## config.mk

```make
export PLATFORM = sky130hd
export DESIGN_NAME = ext_mem_bridge
export DESIGN_NICKNAME = d
export VERILOG_FILES = /design/src/rtl/ext_mem_bridge.sv
export SDC_FILE = /design/constraint.sdc
export NUM_CORES = 1
export LEC_CHECK = 0
export ABC_CLOCK_PERIOD_IN_PS = 3270
export CORE_AREA = 8 8 116 118
export CTS_CLUSTER_DIAMETER = 100
export DETAILED_ROUTE_END_ITERATION = 10
export DIE_AREA = 0 0 124 126
export PLACE_DENSITY_LB_ADDON = 0.1
export SYNTH_ARGS = -nofsm -noshare
export SYNTH_HDL_FRONTEND = slang
export SYNTH_SLANG_ARGS = --single-unit
```

## constraint.sdc

```tcl
create_clock -name clk -period 3.27 [get_ports clk]
set_clock_uncertainty 0.15 [all_clocks]
set_input_delay 0.654 -clock clk [delete_from_list [all_inputs] [get_ports clk]]
set_output_delay 0.654 -clock clk [all_outputs]
set_load 0.02 [all_outputs]
```

## src/rtl/ext_mem_bridge.sv

```systemverilog
// Core-to-Arduino memory bridge: serialises each request into address/data beats
// on a narrow bus, with per-beat read acknowledge, read timeout and a local UART window.
module ext_mem_bridge #(
  parameter int unsigned         ADDR_W         = 16,
  parameter int unsigned         DATA_W         = 16,
  parameter int unsigned         BUS_W          = 8,
  parameter int unsigned         WAIT_CYCLES    = 4,
  parameter int unsigned         TIMEOUT        = 255,
  parameter logic [ADDR_W-1:0]   UART_RX_ADDR   = 16'h7FA0,
  parameter logic [ADDR_W-1:0]   UART_TX_ADDR   = 16'h7FA1,
  parameter logic [ADDR_W-1:0]   UART_STAT_ADDR = 16'h7FA2,
  localparam int unsigned        AB             = ADDR_W / BUS_W,
  localparam int unsigned        DB             = DATA_W / BUS_W,
  localparam int unsigned        SB             = (AB > DB) ? AB : DB
) (
  input  logic              clk,
  input  logic              reset,
  input  logic              req_valid,
  input  logic              req_we,
  input  logic [ADDR_W-1:0] req_addr,
  input  logic [DATA_W-1:0] req_wdata,
  output logic              req_ready,
  output logic              rsp_valid,
  output logic [DATA_W-1:0] rsp_rdata,
  output logic              rsp_error,
  output logic              ext_we,
  output logic              ext_re,
  output logic              ext_reg_en,
  output logic [SB-1:0]     ext_sel,
  output logic              ext_oe,
  output logic [BUS_W-1:0]  ext_dout,
  input  logic [BUS_W-1:0]  ext_din,
  input  logic              ext_ack,
  input  logic              uart_rx_valid,
  input  logic [7:0]        uart_rx_data,
  input  logic              uart_busy,
  output logic              uart_send,
  output logic [7:0]        uart_tx_data
);

  localparam int unsigned BW = (SB > 1) ? $clog2(SB) : 1;
  localparam int unsigned HW = (WAIT_CYCLES > 0) ? $clog2(WAIT_CYCLES + 1) : 1;

  typedef enum logic [2:0] {IDLE, ADDR, WDATA, RDATA, UART_OP, DONE} state_t;

  state_t            state_q, state_d;
  logic              we_q, we_d;
  logic [ADDR_W-1:0] addr_q, addr_d;
  logic [DATA_W-1:0] wdata_q, wdata_d;
  logic [DATA_W-1:0] rdata_q, rdata_d;
  logic [DATA_W-1:0] rsp_rdata_q;
  logic              err_q, err_d;
  logic [BW-1:0]     beat_q, beat_d;
  logic [HW-1:0]     hold_q, hold_d;
  logic [7:0]        tmo_q, tmo_d;
  logic              ack_seen_q, ack_seen_d;
  logic [7:0]        rx_byte_q, rx_byte_d;
  logic              rx_full_q, rx_full_d;
  logic              rx_ovf_q, rx_ovf_d;
  logic              rx_clr;
  logic              hold_done;
  int unsigned       beat_lsb;

  function automatic logic is_uart(input logic [ADDR_W-1:0] a);
    return (a == UART_RX_ADDR) || (a == UART_TX_ADDR) || (a == UART_STAT_ADDR);
  endfunction

  assign hold_done = (hold_q == HW'(WAIT_CYCLES));
  assign beat_lsb  = 32'(beat_q) * BUS_W;
  assign rsp_rdata = rsp_rdata_q;

  always_comb begin
    state_d      = state_q;
    we_d         = we_q;
    addr_d       = addr_q;
    wdata_d      = wdata_q;
    rdata_d      = rdata_q;
    err_d        = err_q;
    beat_d       = beat_q;
    hold_d       = hold_q;
    tmo_d        = tmo_q;
    ack_seen_d   = ack_seen_q;
    rx_byte_d    = rx_byte_q;
    rx_full_d    = rx_full_q;
    rx_ovf_d     = rx_ovf_q;
    rx_clr       = 1'b0;
    req_ready    = 1'b0;
    rsp_valid    = 1'b0;
    rsp_error    = 1'b0;
    ext_we       = 1'b0;
    ext_re       = 1'b0;
    ext_reg_en   = 1'b0;
    ext_sel      = '0;
    ext_oe       = 1'b0;
    ext_dout     = '0;
    uart_send    = 1'b0;
    uart_tx_data = '0;

    case (state_q)
      IDLE: begin
        req_ready = 1'b1;
        if (req_valid) begin
          we_d       = req_we;
          addr_d     = req_addr;
          wdata_d    = req_wdata;
          rdata_d    = '0;
          err_d      = 1'b0;
          beat_d     = '0;
          hold_d     = '0;
          tmo_d      = '0;
          ack_seen_d = 1'b0;
          state_d    = is_uart(req_addr) ? UART_OP : ADDR;
        end
      end
      ADDR: begin
        ext_we     = we_q;
        ext_re     = !we_q;
        ext_reg_en = 1'b1;
        ext_oe     = 1'b1;
        ext_sel    = SB'(1) << beat_q;
        ext_dout   = addr_q[beat_lsb +: BUS_W];
        if (hold_done) begin
          hold_d = '0;
          if (beat_q == BW'(AB - 1)) begin
            beat_d  = '0;
            state_d = we_q ? WDATA : RDATA;
          end else begin
            beat_d = beat_q + 1'b1;
          end
        end else begin
          hold_d = hold_q + 1'b1;
        end
      end
      WDATA: begin
        ext_we   = 1'b1;
        ext_oe   = 1'b1;
        ext_sel  = SB'(1) << beat_q;
        ext_dout = wdata_q[beat_lsb +: BUS_W];
        if (hold_done) begin
          hold_d = '0;
          if (beat_q == BW'(DB - 1)) begin
            beat_d  = '0;
            state_d = DONE;
          end else begin
            beat_d = beat_q + 1'b1;
          end
        end else begin
          hold_d = hold_q + 1'b1;
        end
      end
      RDATA: begin
        ext_re     = 1'b1;
        ext_sel    = SB'(1) << beat_q;
        // Capture only on a fresh ack edge; a held ack must drop before the next beat.
        ack_seen_d = ext_ack;
        if (ext_ack && !ack_seen_q) begin
          rdata_d[beat_lsb +: BUS_W] = ext_din;
          tmo_d = '0;
          if (beat_q == BW'(DB - 1)) begin
            beat_d  = '0;
            state_d = DONE;
          end else begin
            beat_d = beat_q + 1'b1;
          end
        end else if (tmo_q == 8'(TIMEOUT - 1)) begin
          rdata_d = '0;
          err_d   = 1'b1;
          state_d = DONE;
        end else begin
          tmo_d = tmo_q + 1'b1;
        end
      end
      UART_OP: begin
        state_d = DONE;
        if (!we_q && addr_q == UART_RX_ADDR) begin
          rdata_d = DATA_W'(rx_byte_q);
          rx_clr  = 1'b1;
        end else if (!we_q && addr_q == UART_STAT_ADDR) begin
          rdata_d = DATA_W'({rx_ovf_q, rx_full_q, uart_busy});
        end else if (we_q && addr_q == UART_TX_ADDR) begin
          if (uart_busy) begin
            state_d = UART_OP;
          end else begin
            uart_send    = 1'b1;
            uart_tx_data = wdata_q[7:0];
          end
        end
      end
      DONE: begin
        rsp_valid = 1'b1;
        rsp_error = err_q;
        state_d   = IDLE;
      end
      default: state_d = IDLE;
    endcase

    // RX strobe takes priority over a same-cycle read clear; the reader still gets the old byte.
    if (rx_clr) begin
      rx_full_d = 1'b0;
      rx_ovf_d  = 1'b0;
    end
    if (uart_rx_valid) begin
      rx_byte_d = uart_rx_data;
      rx_full_d = 1'b1;
      if (rx_full_q && !rx_clr) rx_ovf_d = 1'b1;
    end
  end

  always_ff @(posedge clk or posedge reset) begin
    if (reset) begin
      state_q     <= IDLE;
      we_q        <= 1'b0;
      addr_q      <= '0;
      wdata_q     <= '0;
      rdata_q     <= '0;
      rsp_rdata_q <= '0;
      err_q       <= 1'b0;
      beat_q      <= '0;
      hold_q      <= '0;
      tmo_q       <= '0;
      ack_seen_q  <= 1'b0;
      rx_byte_q   <= '0;
      rx_full_q   <= 1'b0;
      rx_ovf_q    <= 1'b0;
    end else begin
      state_q    <= state_d;
      we_q       <= we_d;
      addr_q     <= addr_d;
      wdata_q    <= wdata_d;
      rdata_q    <= rdata_d;
      err_q      <= err_d;
      beat_q     <= beat_d;
      hold_q     <= hold_d;
      tmo_q      <= tmo_d;
      ack_seen_q <= ack_seen_d;
      rx_byte_q  <= rx_byte_d;
      rx_full_q  <= rx_full_d;
      rx_ovf_q   <= rx_ovf_d;
      if (state_d == DONE) rsp_rdata_q <= rdata_d;
    end
  end

endmodule

```

Yosys cells after proc, flatten, opt, wreduce, memory -nomap -nowiden:

Cells that the tools add are included.
W data, S select, Z words.

* output and inout port bits: 42
* register bits: 92
* bits of input ports: 55

* shift operators: 5
* $add $sub $neg: 4
* reductions and logical operators: 23
* multiplexer cells: 63
* equality and inequality tests: 20

Operators with widths (count)
* $eq A16 B15 Y1 const B: 6
* $mux W16: 5
* $mux W8: 8
* $pmux W16 S3: 1
* $neg A4 Y34: 1
* $shift A8 B34 Y16 const A: 1
* $shiftx A8 B34 Y16: 1
* $pmux W8 S2: 2
* $shiftx A16 B5 Y8: 2
* $mux W3: 10
* $mux W1: 28
* $bwmux W16: 1
* $pmux W3 S5: 1
* $eq A3 B3 Y1 const B: 4
* $add A8 B1 Y8 const B: 1
* $eq A8 B8 Y1 const B: 1
* $ne A2 B2 Y1 const B: 4
* $pmux W1 S2: 4
* $reduce_and A4 Y1: 2
* $eq A3 B2 Y1 const B: 2
* $pmux W3 S2: 1
* $reduce_and A2 Y1: 3
* $reduce_bool A2 Y1: 3
* $logic_and A1 B1 Y1: 5
* 15 further kinds: 18

Logic depth before layout (Yosys ltp):

Gate-level depths: netlist of the first run.

* word-level depth: 8
* gate-level depth with buffers: 9
* depth with buffers taken out: 8

Worst setup path before layout of the first run:

No wires, ideal clock.

* kind: register -> output
* start: register addr_q[6]
* end: output port uart_tx_data[0]
* data arrival time: 2.276 ns
* cell stages (with the launch flop): 5
* data required time: 2.466 ns
* buffers on the path: 0
* slack: 0.190 ns
* cell sequence: dfrtp_1 > and4bb_2 > nand4b_1 > nor4_1 > and2_1

* longest elaborated chain between the ends: 6

Ends and longest elaborated chain
* start: declaration: line 48 `logic [ADDR_W-1:0] addr_q, addr_d;`
* start signal: assignment: line 228 `addr_q <= addr_d;`
* $eq A16 B15 Y1: line 180 `end else if (we_q && addr_q == UART_TX_ADDR) begin`
* $logic_and A1 B1 Y1: line 180
* $mux W8: line 180
* $mux W8: line 178 `end else if (!we_q && addr_q == UART_STAT_ADDR) begin`
* $mux W8 (*): line 175 `if (!we_q && addr_q == UART_RX_ADDR) begin`
* $mux W8 (*): line 99 `case (state_q)`
* end: declaration: line 38 `output logic [7:0] uart_tx_data`

Every way passes the cells marked *; elsewhere a longest branch is shown, timed or not.

Final worst setup path of the first run:

* start: register state_q[1]
* end: output port ext_dout[2]

* longest elaborated chain between the ends: 2

Ends and longest elaborated chain
* start: declaration: line 46 `state_t state_q, state_d;`
* start signal: assignment: line 226 `state_q <= state_d;`
* $eq A3 B2 Y1 / $eq A3 B1 Y1 (equally long branches): line 99
* $pmux W8 S2 (*): line 99
* end: declaration: line 31 `output logic [BUS_W-1:0] ext_dout,`

Marks and branches as above.

==> impl_metrics.env, run 1 <==
export IMPL_tightest_slew_ns=0.799
export IMPL_drt_total_wl_um=12500
export IMPL_setup_tns_ns=0
export IMPL_pwr_density_cell_nw_per_um2=735
export IMPL_die_area_um2=15600
export IMPL_total_power_mw=4.45
export IMPL_p_int_mw=2.85
export IMPL_rows=40
export IMPL_gp_congestion=0.788
export IMPL_status="finished clean"
export IMPL_viasPerCell=5.20
export IMPL_slew_viol_final=0
export IMPL_peakVddDrop_uv=461
export IMPL_io_buffers=96
export IMPL_power_switching_mw=1.61
export IMPL_syn_nets=516
export IMPL_dp_hpwl_um=9130
export IMPL_synth_distinct_cells=54
export IMPL_fmax_mhz=319
export IMPL_die_width_um=124
export IMPL_grtUsageTotal_pct=16.8
export IMPL_min_path_type="register to register"
export IMPL_clock_sinks=92
export IMPL_ys_ff_latch=92
export IMPL_area_sequential_um2=2300
export IMPL_clock_path_buffers=2
export IMPL_maxCapViolCount=0
export IMPL_path_clk_slew_ns=0.07
export IMPL_pwr_share_comb_pct=36.9
export IMPL_synth_largest_area_cell="dfrtp_1"
export IMPL_clock_latency_ns=0.34
export IMPL_drive_gt1_share_pct=14.9
export IMPL_start_util_pct=39.0
export IMPL_nets=619
export IMPL_arrival_ns=2.33
export IMPL_crit_type="register to output pin"
export IMPL_seq_area_frac_synth_pct=50.4
export IMPL_vias=3700
export IMPL_grt_setup_unrepaired="no"
export IMPL_p_leak_nw=2.82
export IMPL_coreArea_um2=11700
export IMPL_end_kind="output pin"
export IMPL_grt_max_degree=93
export IMPL_antenna_found_initial=0
export IMPL_grt_pass1_wl_um=20500
export IMPL_die_h_um=126
export IMPL_num_antenna_cells=0
export IMPL_multi_input_area_um2=2140
export IMPL_grt_ovfl_total=0
export IMPL_holdWs_ns=0.330
export IMPL_synth_top_area_share_pct=50.4
export IMPL_drt_iter0_markers=284
export IMPL_remaining_drc_errors=0
export IMPL_wire_per_inst_um=17.5
export IMPL_avgSynthCellArea_um2=9.99
export IMPL_io_pins=97
export IMPL_synthCells=457
export IMPL_cts_buffers_inserted=9
export IMPL_critPathRequiredTime_ns=2.47
export IMPL_areaGrowthSynthToFinish_pct=32.7
export IMPL_setup_viol_count_final=0
export IMPL_htreeDepth=3
export IMPL_critPathLaunchType="register"
export IMPL_syn_area_um2=4560
export IMPL_p_seq_share_pct=38.7
export IMPL_ys_top_cells_by_area="dfrtp_1 (50%), nand2_1 (10%), mux2_2 (4.9%)"
export IMPL_relSlewSlack_pct=46.3
export IMPL_n_fill_cell=1113
export IMPL_ant_nets=0
export IMPL_cts_root_buf="clkbuf_16"
export IMPL_p_sw_share_pct=36.0
export IMPL_yosys_warnings=0
export IMPL_first_global_vias=3858
export IMPL_dr_pass1_iters=4
export IMPL_cts_tree="done"
export IMPL_period_minus_slack_ns=3.14
export IMPL_pwr_share_clk_pct=24.4
export IMPL_fin_crit_sh_pct=95.9
export IMPL_hold_buffers=0
export IMPL_finalHoldViolCount=0
export IMPL_critPathMaxFanout=9
[cells by family after synthesis]
logic type      after synthesis  share of synthesized area (%)
buf+inv                      29                           2.80
mux                          36                           11.1
compound gates               82                           11.5
simple gates                214                           23.1
flops                        92                           50.4
fa+ha+maj                     4                           1.10
[layout make-up]
cell class / instances / area share, %
inverters: 9 / 0.578
flip-flops and latches: 92 / 38.0
repair buffers: 112 / 18.0
clock buffers: 10 / 3.78
clock inverters: 6 / 1.28
multi-input cells: 336 / 35.3
well taps: 147 / 3.04
[layer usage]
metal / track usage [%] / up-vias / wire length (um)
li1: - / 1786 / -
met1: 22.9 / 1828 / 5770
met2: 26.1 / 80 / 6050
met3: 4.16 / 6 / 599
met4: 3.92 / 0 / 81
met5: 0 / - / 0
[metrics by stage]
step / std cells / setup WS [ns] / instance area (um2) / util [%]
2_1_floorplan: 457 / 0.0740 / 4560 / -
3_3_place_gp: 696 / 0.175 / 5750 / 49.1
3_5_place_dp: 696 / 0.120 / 5750 / 49.1
4_1_cts: 712 / 0.0108 / 6050 / 51.6
5_1_grt: 712 / 0.0109 / 6060 / 51.7
6_report: 712 / 0.134 / 6060 / 51.7
[placed cells by master, fill, tap and decap left out, types with 9 or more instances in the layout]
| cell | netlist | final |
|---|---|---|
| a21oi_1 | 16 | 16 |
| and2_1 | 19 | 19 |
| buf_4 | 1 | 15 |
| clkbuf_16 | 0 | 9 |
| clkdlybuf4s50_1 | 0 | 86 |
| dfrtp_1 | 92 | 91 |
| mux2_2 | 20 | 20 |
| nand2_1 | 124 | 124 |
| nand3_1 | 9 | 9 |
| nor2_1 | 23 | 23 |
| o21ai_0 | 28 | 28 |
[path summary, 6_finish.rpt]
kind / to / slack [ns] / start / cells after the start
max in group asynchronous: state_q[1] / 1.95 / reset / 3
max: ext_dout[2] / 0.13 / state_q[1] / 6
min: wdata_q[12] / 0.33 / wdata_q[12] / 2
min reg2reg: wdata_q[12] / 0.33 / wdata_q[12] / 2
min in group asynchronous: wdata_q[3] / 0.56 / reset / 3
max reg2reg: rsp_rdata[10] / 0.72 / addr_q[6] / 7
[worst max-delay path: stages, from the launching register on]
cell and delay, ns:
dfrtp_2 0.46, nand2b_1 0.11, nor2_1 0.18, buf_4 0.22, mux4_2 0.29, and2_1 0.18
clkdlybuf4s50_1 0.54
[registers in the layout, summed over array words and instances (netlist names)]
signal and cells:
state_q 3, ack_seen_q 1, rsp_rdata 16, err_q 1, addr_q 16, rx_ovf_q 1
rx_byte_q 8, we_q 1, hold_q 3, rdata_q 16, rx_full_q 1, wdata_q 16
tmo_q 8, beat_q 1
[timing repair]
| action | in CTS | in global routing |
|---|---|---|
| buffers inserted | 0 | 0 |
| hold endpoints to repair | 0 | 0 |
| endpoints found under the setup margin | 8 | 9 |
| gates resized for setup | 8 | 5 |
| pin swaps | 0 | 0 |
[synth_stat cells (all sizes together)]
library cell,n
o22ai,1
or2,2
mux2i,4
nand4,5
nor4,4
and4bb,1
and3b,1
a21oi,16
and4,2
mux2,24
nand3b,1
buf,9
a22oi,2
nor2,25
and3,2
a21o,6
nand4b,1
a211oi,1
o21bai,2
nor3b,1
ha,4
nor4b,1
nand3,9
o311ai,1
o21ai,28
a221o,3
a211o,1
a31oi,7
and2,19
o31ai,5
and4b,1
o21a,2
nand2,126
o211ai,2
nand2b,4
nor3,6
mux4,8
a22o,5
clkbuf,11
inv,9
nor2b,3
dfrtp,92
[power groups by stage]
stage	registers [mW]	logic, mW	clock network (mW)
global route	1.76	1.81	1.15
detailed placement	1.73	1.67	0
CTS	1.72	1.68	1.10
floorplan	1.64	1.06	0
finish	1.73	1.64	1.08
global placement	1.73	1.64	0
No activity file was read; power rests on OpenSTA's default activity.
==> run 2, diff against run 1 <==
==> constraint.sdc (replaced) <==
create_clock -name clk -period 3.27 [get_ports clk]
set_clock_uncertainty 0.15 [all_clocks]
set_input_delay 0.981 -clock clk [delete_from_list [all_inputs] [get_ports clk]]
set_output_delay 0.981 -clock clk [all_outputs]
set_load 0.02 [all_outputs]
==> run 2 against run 1 <==
Effect of this change: global-route usage rose by 0.49 points; register-to-register slack barely moved; sequential share of layout area fell by 1.3 points; setup slack got worse by 0.051 ns; fmax fell by 1.6%; clock power barely moved; wire length rose by 1.5%; final cell count rose by 3.5%; power rose by 1.3%; critical path depth rose by 1; first-iteration DRC count rose by 12%; design area rose by 3.6%.
==> impl_metrics.env, run 2 (synthesis results as in run 1) <==
export IMPL_finalHoldViolCount=0
export IMPL_gp_congestion=0.814
export IMPL_whs_path_depth=1
export IMPL_relSlewSlack_pct=44.8
export IMPL_min_path_type="register to register"
export IMPL_dp_hpwl_um=9290
export IMPL_fmax_mhz=314
export IMPL_cts_tree="done"
export IMPL_htreeDepth=3
export IMPL_grtUsageTotal_pct=17.3
export IMPL_tightest_slew_ns=0.821
export IMPL_cts_root_buf="clkbuf_16"
export IMPL_remaining_drc_errors=0
export IMPL_grt_max_degree=52
export IMPL_end_kind="output pin"
export IMPL_arrival_ns=2.06
export IMPL_rows=40
export IMPL_io_buffers=96
export IMPL_die_width_um=124
export IMPL_clock_latency_ns=0.35
export IMPL_ant_nets=0
export IMPL_slowest_delay_ns=0.40
export IMPL_antenna_found_initial=0
export IMPL_hold_end="rdata_q[5]"
export IMPL_nets=644
export IMPL_wire_per_inst_um=17.2
export IMPL_total_power_mw=4.51
export IMPL_clock_path_buffers=2
export IMPL_dp_cells=711
export IMPL_vias=3787
export IMPL_critPathMostFrequentCell="buf_4"
export IMPL_drt_total_wl_um=12700
export IMPL_r2r_cells=7
export IMPL_grt_setup_unrepaired="no"
export IMPL_hold_start="rdata_q[5]"
export IMPL_drt_iter0_markers=317
export IMPL_fin_crit_sh_pct=97.5
export IMPL_drive_gt1_share_pct=22.5
export IMPL_grt_ovfl_total=0
export IMPL_crit_type="register to output pin"
export IMPL_viasPerCell=5.14
export IMPL_critPathRequiredTime_ns=2.14
export IMPL_period_minus_slack_ns=3.19
export IMPL_setup_viol_count_final=0
export IMPL_reg2reg_slack_ns=0.72
export IMPL_crit_path_top_delay_cell="dfrtp_1"
export IMPL_die_h_um=126
export IMPL_maxCapViolCount=0
export IMPL_coreArea_um2=11700
export IMPL_start_util_pct=39.0
export IMPL_slew_viol_final=0
export IMPL_final_cells=737
export IMPL_num_antenna_cells=0
export IMPL_peakVddDrop_uv=429
export IMPL_p_leak_nw=2.94
export IMPL_dr_pass1_iters=4
export IMPL_io_pins=97
export IMPL_clock_sinks=92
export IMPL_final_common_cell="nand2_1"
export IMPL_grt_pass1_wl_um=21100
export IMPL_reg2reg_from="addr_q[4]"
export IMPL_final_cell_mix="nand2_1 (124), dfrtp_1 (92), clkdlybuf4s50_1 (76), buf_4 (39), o21ai_0 (28)"
export IMPL_areaGrowthSynthToFinish_pct=37.5
export IMPL_n_fill_cell=1116
export IMPL_die_area_um2=15600
export IMPL_first_global_vias=3823
export IMPL_critPathLaunchType="register"
export IMPL_setup_tns_ns=0
export IMPL_path_clk_slew_ns=0.07
export IMPL_crit_chain="nand2b_4, nor2_4, buf_4, buf_4, mux4_2, and2_1, clkdlybuf4s15_2"
export IMPL_critPathMaxFanout=6
export IMPL_status="finished clean"
export IMPL_cts_buffers_inserted=9
export IMPL_pwr_density_cell_nw_per_um2=719
export IMPL_rr_endpoint="rsp_rdata[6]"
run 2: cell types whose count changed in the layout (fill, tap and decap cells not counted), sizes merged:
| cell | change |
|---|---|
| clkinvlp | +1 |
| dlygate4sd2 | -5 |
| clkdlybuf4s50 | -10 |
| clkinv | -1 |
| buf | +38 |
| clkdlybuf4s15 | +2 |
run 2: how the worst max path moves through the flow:
stage	from	cells past startpoint	endpoint
final	state_q[2]	7	ext_dout[5]
after global routing	state_q[2]	7	ext_dout[5]
after CTS	addr_q[4]	7	uart_tx_data[7]
after detailed placement	uart_busy	5	uart_tx_data[2]
after global placement	uart_busy	5	uart_tx_data[0]
after floorplan	uart_busy	2	uart_tx_data[0]
run 2: per-layer routing:
| metal | up-vias | routed length, um | GRT usage (%) |
|---|---|---|---|
| li1 | 1839 | - | - |
| met1 | 1865 | 6120 | 23.9 |
| met2 | 73 | 5870 | 26.1 |
| met3 | 10 | 553 | 4.42 |
| met4 | 0 | 148 | 4.76 |
| met5 | - | 0 | 0 |
run 2: power breakdown:
part	leakage, nW	internal, mW	switching, mW	total (mW)
sequential	1.19	1.45	0.225	1.67
combinational	1.60	0.819	0.934	1.75
clock	0.146	0.607	0.479	1.09
total	2.94	2.87	1.64	4.51
run 2: cell type report:
type                    instances  area, um2  area share [%]
clock buffers                  10        229            3.65
inverters                       9       37.5           0.598
repair buffers                137       1260            20.1
clock inverters                 6       75.1            1.20
flip-flops and latches         92       2300            36.7
well taps                     147        184            2.93
multi-input cells             336       2190            34.8
run 2: stage by stage:
stage	hold slack [ns]	area [um2]	util, %	setup slack, ns
after floorplan	0.290	4570	-	0.120
after global placement	0.306	5870	50.1	-0.469
after detailed placement	0.311	5870	50.1	-0.524
after CTS	0.328	6250	53.4	-0.0971
after global routing	0.337	6280	53.6	0.00602
final	0.325	6280	53.6	0.0831
run 2: repair_timing:
item,4_1_cts,5_1_grt
setup buffers,8,3
gates cloned,1,0
setup endpoints to repair,18,12
hold buffers,0,0
resized for setup,87,4
pin swaps,4,3
run 2: critical path, delay by kind of cell (launching register included):
kind | cells | cell delay (ns)
buffers and inverters | 3 | 0.56
and+or+nand+nor | 3 | 0.47
DFF | 1 | 0.40
muxes | 1 | 0.30
